**config.mk**
```make
export PLATFORM = sky130hd
export DESIGN_NAME = comp_serial_ctrl_flat
export DESIGN_NICKNAME = d
export VERILOG_FILES = /design/src/rtl/comp_serial_ctrl_pkg.sv /design/src/rtl/comp_serial_ctrl_if.sv /design/src/rtl/comp_serial_ctrl_comp1b.sv /design/src/rtl/comp_serial_ctrl.sv /design/src/flat_wrapper.sv
export SDC_FILE = /design/constraint.sdc
export NUM_CORES = 1
export LEC_CHECK = 0
export CORE_ASPECT_RATIO = 0.9
export CORE_MARGIN = 2
export CORE_UTILIZATION = 35
export CTS_BUF_LIST = sky130_fd_sc_hd__clkbuf_16
export DETAILED_ROUTE_END_ITERATION = 8
export PLACE_DENSITY = 0.64
export SLEW_MARGIN = 20
export SYNTH_ARGS = -nofsm -noshare
export SYNTH_HDL_FRONTEND = slang
export SYNTH_SLANG_ARGS = --single-unit
```
**constraint.sdc**
```tcl
create_clock -name clk -period 1.3 [get_ports clk]
set_clock_uncertainty 0.1 [all_clocks]
set_input_delay 0.195 -clock clk [delete_from_list [all_inputs] [get_ports clk]]
set_output_delay 0.195 -clock clk [all_outputs]
set_load 0.02 [all_outputs]
```
**src/rtl/comp_serial_ctrl_pkg.sv**
```systemverilog
// Shared types and helpers for the bit-serial magnitude comparator.
// FSM state encoding and the operand-width legality check.
package comp_serial_ctrl_pkg;

  localparam int WIDTH_MIN = 2;
  localparam int WIDTH_MAX = 32;

  typedef enum logic [1:0] {
    ST_IDLE = 2'd0,
    ST_RUN  = 2'd1,
    ST_DONE = 2'd2
  } state_e;

  function automatic bit width_legal(input int w);
    return (w >= WIDTH_MIN) && (w <= WIDTH_MAX);
  endfunction

endpackage

```
**src/rtl/comp_serial_ctrl_if.sv**
```systemverilog
// Request/result bundle of the serial comparator: start + operands in,
// busy/done + eq/gt/lt out.
interface comp_serial_ctrl_if #(
  parameter int WIDTH = 8
);
  logic             start;
  logic [WIDTH-1:0] a_in;
  logic [WIDTH-1:0] b_in;
  logic             busy;
  logic             done;
  logic             eq;
  logic             gt;
  logic             lt;

  modport master (
    output start, a_in, b_in,
    input  busy, done, eq, gt, lt
  );

  modport slave (
    input  start, a_in, b_in,
    output busy, done, eq, gt, lt
  );
endinterface

```
**src/rtl/comp_serial_ctrl_comp1b.sv**
```systemverilog
// One-bit equality cell shared by the serial comparator: c=1 when a==b.
module comp1b (
  input  logic i_a,
  input  logic i_b,
  output logic o_c
);
  assign o_c = ~(i_a ^ i_b);
endmodule

```
**src/rtl/comp_serial_ctrl.sv**
```systemverilog
// Bit-serial magnitude comparator: walks both operands MSB first through comp1b.
// Optional EARLY_EXIT_EN ends the scan on the first differing bit.
module comp_serial_ctrl
  import comp_serial_ctrl_pkg::*;
#(
  parameter int WIDTH = 8
) (
  input logic               clk,
  input logic               rst_n,
  comp_serial_ctrl_if.slave cmp
);

  localparam int CNT_W = $clog2(WIDTH);
  localparam int MSB   = WIDTH - 1;

  generate
    if (!width_legal(WIDTH)) begin : g_bad_width
      $error("comp_serial_ctrl: WIDTH must be within 2..32");
    end
  endgenerate

  state_e           r_state;
  logic [WIDTH-1:0] r_sa;
  logic [WIDTH-1:0] r_sb;
  logic [CNT_W-1:0] r_cnt;
  logic             r_flag;
  logic             r_gt_r;
  logic             r_lt_r;
  logic             r_busy;
  logic             r_done;
  logic             r_eq;
  logic             r_gt;
  logic             r_lt;

  logic w_c;
  logic w_mis;
  logic w_flag_nx;
  logic w_gt_nx;
  logic w_lt_nx;
  logic w_last;

  comp1b u_comp1b (
    .i_a (r_sa[MSB]),
    .i_b (r_sb[MSB]),
    .o_c (w_c)
  );

  // Only the first differing bit decides the ordering; later bits are ignored.
  assign w_mis     = ~w_c & ~r_flag;
  assign w_flag_nx = r_flag | w_mis;
  assign w_gt_nx   = w_mis ? r_sa[MSB] : r_gt_r;
  assign w_lt_nx   = w_mis ? r_sb[MSB] : r_lt_r;

`ifdef EARLY_EXIT_EN
  assign w_last = (r_cnt == '0) | w_mis;
`else
  assign w_last = (r_cnt == '0);
`endif

  always_ff @(posedge clk) begin
    if (!rst_n) begin
      r_state <= ST_IDLE;
      r_sa    <= '0;
      r_sb    <= '0;
      r_cnt   <= '0;
      r_flag  <= 1'b0;
      r_gt_r  <= 1'b0;
      r_lt_r  <= 1'b0;
      r_busy  <= 1'b0;
      r_done  <= 1'b0;
      r_eq    <= 1'b0;
      r_gt    <= 1'b0;
      r_lt    <= 1'b0;
    end else begin
      case (r_state)
        ST_IDLE: begin
          r_done <= 1'b0;
          if (cmp.start) begin
            r_sa    <= cmp.a_in;
            r_sb    <= cmp.b_in;
            r_cnt   <= CNT_W'(WIDTH - 1);
            r_flag  <= 1'b0;
            r_gt_r  <= 1'b0;
            r_lt_r  <= 1'b0;
            r_eq    <= 1'b0;
            r_gt    <= 1'b0;
            r_lt    <= 1'b0;
            r_busy  <= 1'b1;
            r_state <= ST_RUN;
          end
        end
        ST_RUN: begin
          r_flag <= w_flag_nx;
          r_gt_r <= w_gt_nx;
          r_lt_r <= w_lt_nx;
          r_sa   <= {r_sa[WIDTH-2:0], 1'b0};
          r_sb   <= {r_sb[WIDTH-2:0], 1'b0};
          r_cnt  <= r_cnt - CNT_W'(1);
          // Results are published from the same next-state values the flag takes.
          if (w_last) begin
            r_busy  <= 1'b0;
            r_done  <= 1'b1;
            r_eq    <= ~w_flag_nx;
            r_gt    <= w_gt_nx;
            r_lt    <= w_lt_nx;
            r_state <= ST_DONE;
          end
        end
        ST_DONE: begin
          r_done  <= 1'b0;
          r_state <= ST_IDLE;
        end
        default: begin
          r_busy  <= 1'b0;
          r_done  <= 1'b0;
          r_state <= ST_IDLE;
        end
      endcase
    end
  end

  assign cmp.busy = r_busy;
  assign cmp.done = r_done;
  assign cmp.eq   = r_eq;
  assign cmp.gt   = r_gt;
  assign cmp.lt   = r_lt;

endmodule
```
**src/flat_wrapper.sv**
```systemverilog
// flat-port wrapper written by rule: the top's interface ports become plain ports
module comp_serial_ctrl_flat import comp_serial_ctrl_pkg::*;
#(
  parameter int WIDTH = 8
)
  (clk, rst_n, cmp_start, cmp_a_in, cmp_b_in, cmp_busy, cmp_done, cmp_eq, cmp_gt, cmp_lt);
  comp_serial_ctrl_if #(.WIDTH(WIDTH)) cmp_i ();
  input logic clk;
  input logic rst_n;
  input wire logic [$bits(cmp_i.start)-1:0] cmp_start;
  input wire logic [$bits(cmp_i.a_in)-1:0] cmp_a_in;
  input wire logic [$bits(cmp_i.b_in)-1:0] cmp_b_in;
  output wire logic [$bits(cmp_i.busy)-1:0] cmp_busy;
  output wire logic [$bits(cmp_i.done)-1:0] cmp_done;
  output wire logic [$bits(cmp_i.eq)-1:0] cmp_eq;
  output wire logic [$bits(cmp_i.gt)-1:0] cmp_gt;
  output wire logic [$bits(cmp_i.lt)-1:0] cmp_lt;
  assign cmp_i.start = cmp_start;
  assign cmp_i.a_in = cmp_a_in;
  assign cmp_i.b_in = cmp_b_in;
  assign cmp_busy = cmp_i.busy;
  assign cmp_done = cmp_i.done;
  assign cmp_eq = cmp_i.eq;
  assign cmp_gt = cmp_i.gt;
  assign cmp_lt = cmp_i.lt;
  comp_serial_ctrl #(.WIDTH(WIDTH)) u_core (.clk(clk), .rst_n(rst_n), .cmp(cmp_i));
endmodule
```
# ---- Yosys cells after proc, flatten, opt, wreduce, memory -nomap -nowiden
# Cells that the tools add are included.
dict set report totals {
  in_bits 19
  reg_bits 29
  out_inout_bits 5
}
dict set report classes {
  eq_ne 4
  reduce_logical 8
  muxes 24
  n_addsub 1
  bitwise_logic 6
}
# cell n
set op_table {}
lappend op_table {{8-bit one-hot mux with 2 select lines} 2}
lappend op_table {{8-bit two-way mux} 2}
lappend op_table {{1-bit one-hot mux with 2 select lines} 6}
lappend op_table {{1-bit two-way mux} 8}
lappend op_table {{3-bit one-hot mux with 2 select lines} 1}
lappend op_table {{2-bit AND reduction} 3}
lappend op_table {{3-bit AND reduction} 2}
lappend op_table {{2-bit two-way mux} 2}
lappend op_table {{2-bit one-hot mux with 2 select lines} 1}
lappend op_table {{3-bit logical NOT} 1}
lappend op_table {{3-bit two-way mux} 1}
lappend op_table {{1-bit NOT} 3}
lappend op_table {{1-bit one-hot mux with 3 select lines} 1}
lappend op_table {{3-bit by 1-bit subtractor with 3-bit output, second input constant} 1}
lappend op_table {{2-bit by 1-bit == test with 1-bit output, second input constant} 1}
lappend op_table {{2-bit == test, second input constant} 1}
lappend op_table {{2-bit logical NOT} 1}
lappend op_table {{2-bit by 1-bit inequality test with 1-bit output, second input constant} 1}
lappend op_table {{2-bit inequality test, second input constant} 1}
lappend op_table {{2-bit nonzero test} 1}
lappend op_table {{1-bit bitwise AND} 1}
lappend op_table {{1-bit OR} 1}
lappend op_table {{1-bit bitwise XOR} 1}

# ---- Longest topological paths before layout
# Gate-level depths: netlist (run 1).
dict set report depth {
  ltp_word 6
  mapped_depth 6
}

# ---- Modules after synthesis
# From an unflattened synthesis (run 1), not the netlist that was laid out.
dict set report unflattened {
  hier_cells 147
  hier_area_um2 1275.0
}
# module area_per_inst_um2 instances cells_per_inst
set modules_own_cells {}
lappend modules_own_cells {comp_serial_ctrl 1266.2 1 146}
lappend modules_own_cells {comp1b 8.8 1 1}

# ---- Worst setup path after synthesis (run 1)
# No wires, ideal clock.
dict set report synth_path {
  path_type {reg-to-reg}
  from {register u_core.r_cnt[0]}
  to {register u_core.r_gt (netlist: u_core.cmp.gt)}
  path_stages_with_launch 6
  t_arrival_ps 1097
  setup_time_ps 84
  path_buffers 0
  path_slack_ps 18
  cell_sequence {dfxtp_1 -> inv_1 -> ha_1 -> nand4bb_4 -> or2_1 -> o31ai_2}
}
dict set report synth_between {
  elab_chain_len 3
}
# element line_no
set synth_rtl {}
lappend synth_rtl {{start: declaration} comp_serial_ctrl.sv:25} ;# logic [CNT_W-1:0] r_cnt;
lappend synth_rtl {{start signal: assignment} comp_serial_ctrl.sv:81} ;# r_cnt <= CNT_W'(WIDTH - 1);
lappend synth_rtl {{start signal: assignment} comp_serial_ctrl.sv:98} ;# r_cnt <= r_cnt - CNT_W'(1);
lappend synth_rtl {{3-bit logical NOT} comp_serial_ctrl.sv:57} ;# assign w_last = (r_cnt == '0);
lappend synth_rtl {{2-bit by 1-bit inequality test with 1-bit output (no source line)} --}
lappend synth_rtl {{3-bit AND reduction (no source line)} --}
lappend synth_rtl {{end signal: assignment} comp_serial_ctrl.sv:104} ;# r_gt <= w_gt_nx;
lappend synth_rtl {{end: declaration} comp_serial_ctrl.sv:32} ;# logic r_gt;
# Every way passes these cells.
# A chain may end at the register's enable or synchronous reset.

# ---- Worst setup path in the final report (run 1)
dict set report layout_path {
  from {register u_core.r_cnt[1]}
  to {register u_core.r_gt (netlist: u_core.cmp.gt)}
}
# Same word-level chain as after synthesis.

==> results of run 1 <==
[power by group]
part | internal (mW) | switching [mW]
registers | 0.981 | 0.0673
clock network | 0.699 | 0.401
logic | 0.344 | 0.295
[metal layers]
metal	wire, um	up-vias
met3	182	6
met2	1410	30
met4	51	0
met1	1410	528
met5	0	-
li1	-	578
[cells in the final DEF (no fill, tap or decap), types with 2 or more instances in the layout]
cell and n:
dfxtp_1 26, clkdlybuf4s50_1 17, nor2_1 16, a211oi_2 14
buf_4 13, mux2i_1 12, nand2_1 7, a21oi_1 7
clkbuf_16 5, dlygate4sd2_1 5, nand2b_1 4, inv_1 4
inv_2 3, nand3b_1 3, o21ai_1 3, a21o_1 2
o21ai_0 2, nand4_1 2, clkinv_2 2, buf_6 2
buf_12 2, dfxtp_4 2
[critical path, cell delays in order, from the launching register on]
cell and delay, ps:
dfxtp_1 320, inv_2 70, ha_4 140, nand4bb_4 120
or2_4 260, o31ai_2 160
[flip-flops by register name, summed over array words and instances (netlist names), 2 cells and up]
signal	cells
u_core.r_sa	8
u_core.r_cnt	3
u_core.r_state	2
u_core.r_sb	8
[final cells by class]
type	instances	area [um2]
multi-input combinational	97	797
tap	48	60.1
sequential	29	589
clock buffer	5	125
inverter	7	26.3
timing repair buffer	40	387
clock inverter	3	17.5
fill	354	2040
[repair_timing]
item | 4_1_cts | 5_1_grt
endpoints found under the setup margin | 26 | 19
setup buffers | 0 | 2
resized for setup | 13 | 10
pin swaps | 0 | 1
[worst max path at each step]
stage                           start             end  slack (ps)  cells after the start
floorplan             u_core.r_cnt[0]   u_core.cmp.gt          20                      5
global placement            cmp_start   u_core.cmp.gt        -220                      4
detailed placement          cmp_start   u_core.cmp.gt        -240                      4
CTS                 u_core.r_state[1]  u_core.r_sb[2]           7                      4
global route          u_core.r_cnt[0]   u_core.cmp.eq         -50                      5
finish                u_core.r_cnt[1]   u_core.cmp.gt          40                      5
[stage by stage]
stage          power, mW  utilization [%]  TNS [ps]
3_5_place_dp        1.66             44.3     -4540
4_1_cts             2.78             48.2         0
2_1_floorplan       1.48                -         0
5_1_grt             2.93             49.5     -82.2
6_report            2.79             49.5         0
3_3_place_gp        1.63             44.3     -3910
[kinds of logic after synthesis]
group,after synthesis,share of synthesized area [%]
buffers and inverters,18,9.09
and+or+nand+nor,43,16.2
xor gates and xnor gates,1,0.595
muxes,14,9.52
AOI/OAI and AO/OA,37,23.5
DFF,29,39.4
adders and majority gates,2,1.70
==> impl_results.md, run 1 <==
- Status: complete, no violations
- Finished Layout Cells: 229
- Syn-to-layout area delta: 35.9%
- Port bufs: 23
- Fin worst setup slack: 38.5 ps
- Routed Antenna Nets: 0
- Worst skew pair latency: approximately 280 ps
- Critical-path maximum fanout: 3
- CTS H-tree depth: 2
- Starting Density: 36.4%
- # hold bufs at CTS: 0
- CP arrival: 1350 ps
- Dpl hpwl: 2120 um
- F_max: between 700 and 800 MHz
- First-pass GRT wire length: 5130 um
- CTS tree: done
- Vias in the first global route: 1136
- Met1 Track Usage GR: 17.2%
- Final setup fails: 0
- Layout cells sized above 1: 30.4%
- Critical Path End Type: register
- Drt first pass iters: 4
- Synth warn: 0
- Mapped Cells: roughly 140
- R2r endpoint: u_core.cmp.gt
- Max cap viols: 0
- Routability cong.: between 0.8 and 0.9
- GRT overflow: 0
- Num CTS Buffers: 5
- Hold WS: 353 ps
- CP Class: register to register
- TritonCTS Sinks: 29
- Iteration-0 DRC Markers: 50
- Final Hold Fails: 0
- Top Ports: 24
- Full die area: 4740 um2
- Met2 Use GR: between 20% and 30%
- Max Slew Vio Count: 0
- Final worst-path cycle share: 97.0%
- Max clock buf depth: 2
- Routed vias/inst: 4.99
- Pwr per Cell Area: 1390 nW/um2
- Hold path cells: 2
- WP data required: 1390 ps
- Pre-CTS WS: -240 ps
- Busiest layer in global routing: met2
- Syn Std Cell Area: 1470 um2
- Worst-margin pin slew: 301 ps
- Root buffer cell: clkbuf_16
- Residual DRC: 0
- Cell count of the worst reg-to-reg path: 5
- Crit start category: register
- Met3 usage: between 5 and 6%
- EDFF count, synth: 0
- Overall routing resource usage: between 10% and 20%
- Yosys top cell by area: dfxtp_1
- Syn Nets: 165
- Worst vdd ir: 0.786 mV
- Row cnt: 22
- Most frequent cells after synthesis: dfxtp_1 (29), nor2_1 (16), a211oi_2 (14), mux2i_1 (14)
- Average cell area after synthesis: approximately 10 um2
- RSZ-0062 raised after global routing: yes
- Flop2flop setup slack: 40 ps
- Post-synth ARST share: 0%
- Yosys top cell area share: 39.4%
- Worst hold path class: register to register
- Initial antenna violation count: 0
- Post-DR wirelength/cell: 13.3 um
- Hold endpoint: u_core.r_cnt[0]
- Worst Hold Launch: u_core.r_cnt[0]
- FF-to-FF Start: u_core.r_cnt[1]
- Leakage power total: 0.853 nW
- Count leader, synth: dfxtp_1
- Final critical-path required period: around 1300 ps
- Die width: 72.4 um
- Via count: 1142
- Die H: between 60 and 70 um
- Number of synthesized register bits: 29
- Total core area: around 4000 um2
- Fin nets: 201
- Seq/Total Area, Yosys: 39.4%
- Routed WL: roughly 3000 um
- Synth cell types: 39
- Cell Area, Placed: 1790 um2
- Prevailing post-synth register cell: dfxtp_1
- Top cells by area, synth: dfxtp_1 (39%), a211oi_2 (12%), mux2i_1 (9.5%)
- Post-layout instance area: 2000 um2
- Largest net degree at the start of global routing: 18
- Placed Instances: between 200 and 250
- N_diodes: 0
- Max-Slew Margin vs Limit: between 70 and 80%
- Clock-pin slew on the worst setup and hold paths: 50 ps
Note: power is estimated with default switching activity, not from simulation.
==> inputs of run 2 (changes only) <==
- SETUP_SLACK_MARGIN: default -> 0.4
==> run 2 against run 1 <==
Core utilization increased by 5.1 points. First-iteration DRC count decreased by 6.0%. Die area unchanged. Largest power group is now sequential cells. Critical path depth decreased by 1. Sequential power about the same.
==> impl_results.md, run 2 (synthesized netlist as in run 1, its figures left out) <==
- Status: complete, no violations (unchanged)
- Int Pwr: 2.10 mW (was 2.02 mW)
- Syn-to-layout area delta: 49.9% (was 35.9%)
- Final setup fails: 0 (unchanged)
- Total core area: 4050 um2 (unchanged)
- Worst skew pair latency: 270 ps (was 280 ps)
- Post-DR wirelength/cell: 13.7 um (was 13.3 um)
- Max cap viols: 0 (unchanged)
- Worst path cell trace: buf_4 -> or3b_4 -> nand3_1 -> a21oi_1 (was inv_2 -> ha_4 -> nand4bb_4 -> or2_4 -> o31ai_2)
- Overall routing resource usage: 15.5% (was 14.4%)
- Seq pwr share: 37.0% (was 37.6%)
- Layout cells sized above 1: 50.3% (was 30.4%)
- Worst-margin pin slew: 298 ps (was 301 ps)
- Residual DRC: 0 (unchanged)
- # hold bufs at CTS: 0 (unchanged)
- Clk network pwr share: 36.7% (was 39.5%)
- Row cnt: 22 (unchanged)
- Most common cell after layout, fill and taps aside: dfxtp_1 (unchanged)
- N_diodes: 0 (unchanged)
- CTS tree: done (unchanged)
- RSZ-0062 raised after global routing: yes (unchanged)
- Pwr per Cell Area: 1310 nW/um2 (was 1390 nW/um2)
- First-pass GRT wire length: 5460 um (was 5130 um)
- TritonCTS Sinks: 29 (unchanged)
- Max clock buf depth: 2 (unchanged)
- Routed vias/inst: 4.97 (was 4.99)
- F_max: 781 MHz (was 793 MHz)
- Max-Slew Margin vs Limit: 80.1% (was 79.9%)
- Flop2flop setup slack: 20 ps (was 40 ps)
- Cell Area, Placed: 1830 um2 (was 1790 um2)
- Root buffer cell: clkbuf_16 (unchanged)
- Final worst-path cycle share: 98.5% (was 97.0%)
- Routed Antenna Nets: 0 (unchanged)
- Vias in the first global route: 1207 (was 1136)
- Post-layout instance area: 2210 um2 (was 2000 um2)
- Critical-path maximum fanout: 7 (was 3)
- Worst hold path class: register to register (unchanged)
- Num CTS Buffers: 5 (unchanged)
- Hold WS: 357 ps (was 353 ps)
- Fin worst setup slack: 19.9 ps (was 38.5 ps)
- Routability cong.: 0.731 (was 0.807)
- Via count: 1188 (was 1142)
- Routed WL: 3280 um (was 3050 um)
- Port bufs: 23 (unchanged)
- CP Class: register to register (unchanged)
- Final critical-path required period: 1280 ps (was 1260 ps)
- Initial antenna violation count: 0 (unchanged)
- GRT overflow: 0 (unchanged)
- Dpl hpwl: 2050 um (was 2120 um)
- Worst vdd ir: 0.895 mV (was 0.786 mV)
- Commonest non-fill, non-tap cells in the layout: dfxtp_1 (18), clkdlybuf4s50_1 (17), buf_4 (17) (was dfxtp_1 (26), clkdlybuf4s50_1 (17), nor2_1 (16))
- Iteration-0 DRC Markers: 47 (was 50)
- CTS H-tree depth: 2 (unchanged)
- WP data required: 1360 ps (was 1390 ps)
- Max Slew Vio Count: 0 (unchanged)
- CP arrival: 1340 ps (was 1350 ps)
- Comb pwr share: 26.2% (was 22.9%)
- Largest regs: u_core.r_sa (8), u_core.r_sb (8), u_core.r_cnt (3) (unchanged)
- Clock-pin slew on the worst setup and hold paths: 50 ps (about the same)
- Die H: 65.5 um (unchanged)
- Pre-CTS WS: -274 ps (was -240 ps)
- Largest net degree at the start of global routing: 18 (unchanged)
- Crit start category: register (unchanged)
- CP peak stage delay: 390 ps (was 320 ps)
- Final Hold Fails: 0 (unchanged)
- Top Ports: 24 (unchanged)
- Drt first pass iters: 4 (unchanged)
- Sw Share: 27.4% (about the same)
- Net switching power: 0.790 mW (was 0.763 mW)
- Die width: 72.4 um (unchanged)
- WP buf/inv: 1 (unchanged)
- Leakage power total: 0.909 nW (was 0.853 nW)
- Starting Density: 36.4% (unchanged)
- Critical Path End Type: register (unchanged)
- Full die area: 4740 um2 (unchanged)
- Crit-path leading delay family: simple AND/OR/NAND/NOR gates (unchanged)
- CP max stage cell: or3b_4 (was dfxtp_1)
- Fin nets: 211 (was 201)
[run 2: changes by cell type in the layout (fill, tap and decap cells not counted), moves of 3 or more]
cell / previous run / this run
dfxtp_2: 1 / 9
buf_6: 2 / 10
nor2_4: 0 / 3
dlygate4sd2_1: 5 / 1
nor2_2: 0 / 7
dfxtp_1: 26 / 18
nor2_1: 16 / 6
buf_4: 13 / 17
[run 2: power groups by stage]
stage	clock, mW	sequential, mW	combinational [mW]
CTS	1.11	1.06	0.715
global placement	0	1.06	0.599
global route	1.14	1.08	0.821
detailed placement	0	1.07	0.620
floorplan	0	1.06	0.471
finish	1.06	1.07	0.757
[run 2: final timing paths]
path	start	to	cells past startpoint
setup / recovery	u_core.r_state[1]	u_core.cmp.eq	4
setup reg to reg	u_core.r_state[1]	u_core.cmp.eq	4
hold reg to reg	u_core.r_cnt[0]	u_core.r_cnt[0]	2
hold / removal	u_core.r_cnt[0]	u_core.r_cnt[0]	2
[run 2: final cells by class]
type                            instances  area (um2)
Multi-Input combinational cell         99         905
Clock buffer                            5         125
Fill cell                             356        1840
Tap cell                               48        60.1
Clock inverter                          3        12.5
Sequential cell                        29         599
Inverter                                7        26.3
Timing Repair Buffer                   48         479
[run 2: repair_timing]
action                                  CTS  global route
gates resized for setup                  46            23
endpoints found under the setup margin   34            34
buffers inserted                          8             3
cloned                                    2             0
pin swaps                                 9             7
[run 2: worst register-to-register path: stages (launching register included)]
cell	delay, ps
dfxtp_4	370
buf_4	140
or3b_4	390
nand3_1	110
a21oi_1	70
[run 2: routing by layer]
metal / up-vias / share of wire, % / GRT usage, % / wire length [um]
met1: 556 / 46 / 18.0 / 1500
met5: - / 0 / 0 / 0
met2: 25 / 48 / 25.2 / 1580
met3: 6 / 3.6 / 6.13 / 118
met4: 0 / 2.3 / 6.94 / 75
li1: 601 / - / - / -
[run 2: through the flow]
stage | cells | setup TNS (ps) | power (mW) | util [%]
global route | 239 | -52.9 | 3.04 | 54.5
floorplan | 144 | 0 | 1.53 | -
finish | 239 | 0 | 2.89 | 54.5
CTS | 236 | 0 | 2.89 | 52.5
global placement | 218 | -4670 | 1.66 | 45.3
detailed placement | 218 | -5220 | 1.69 | 45.3
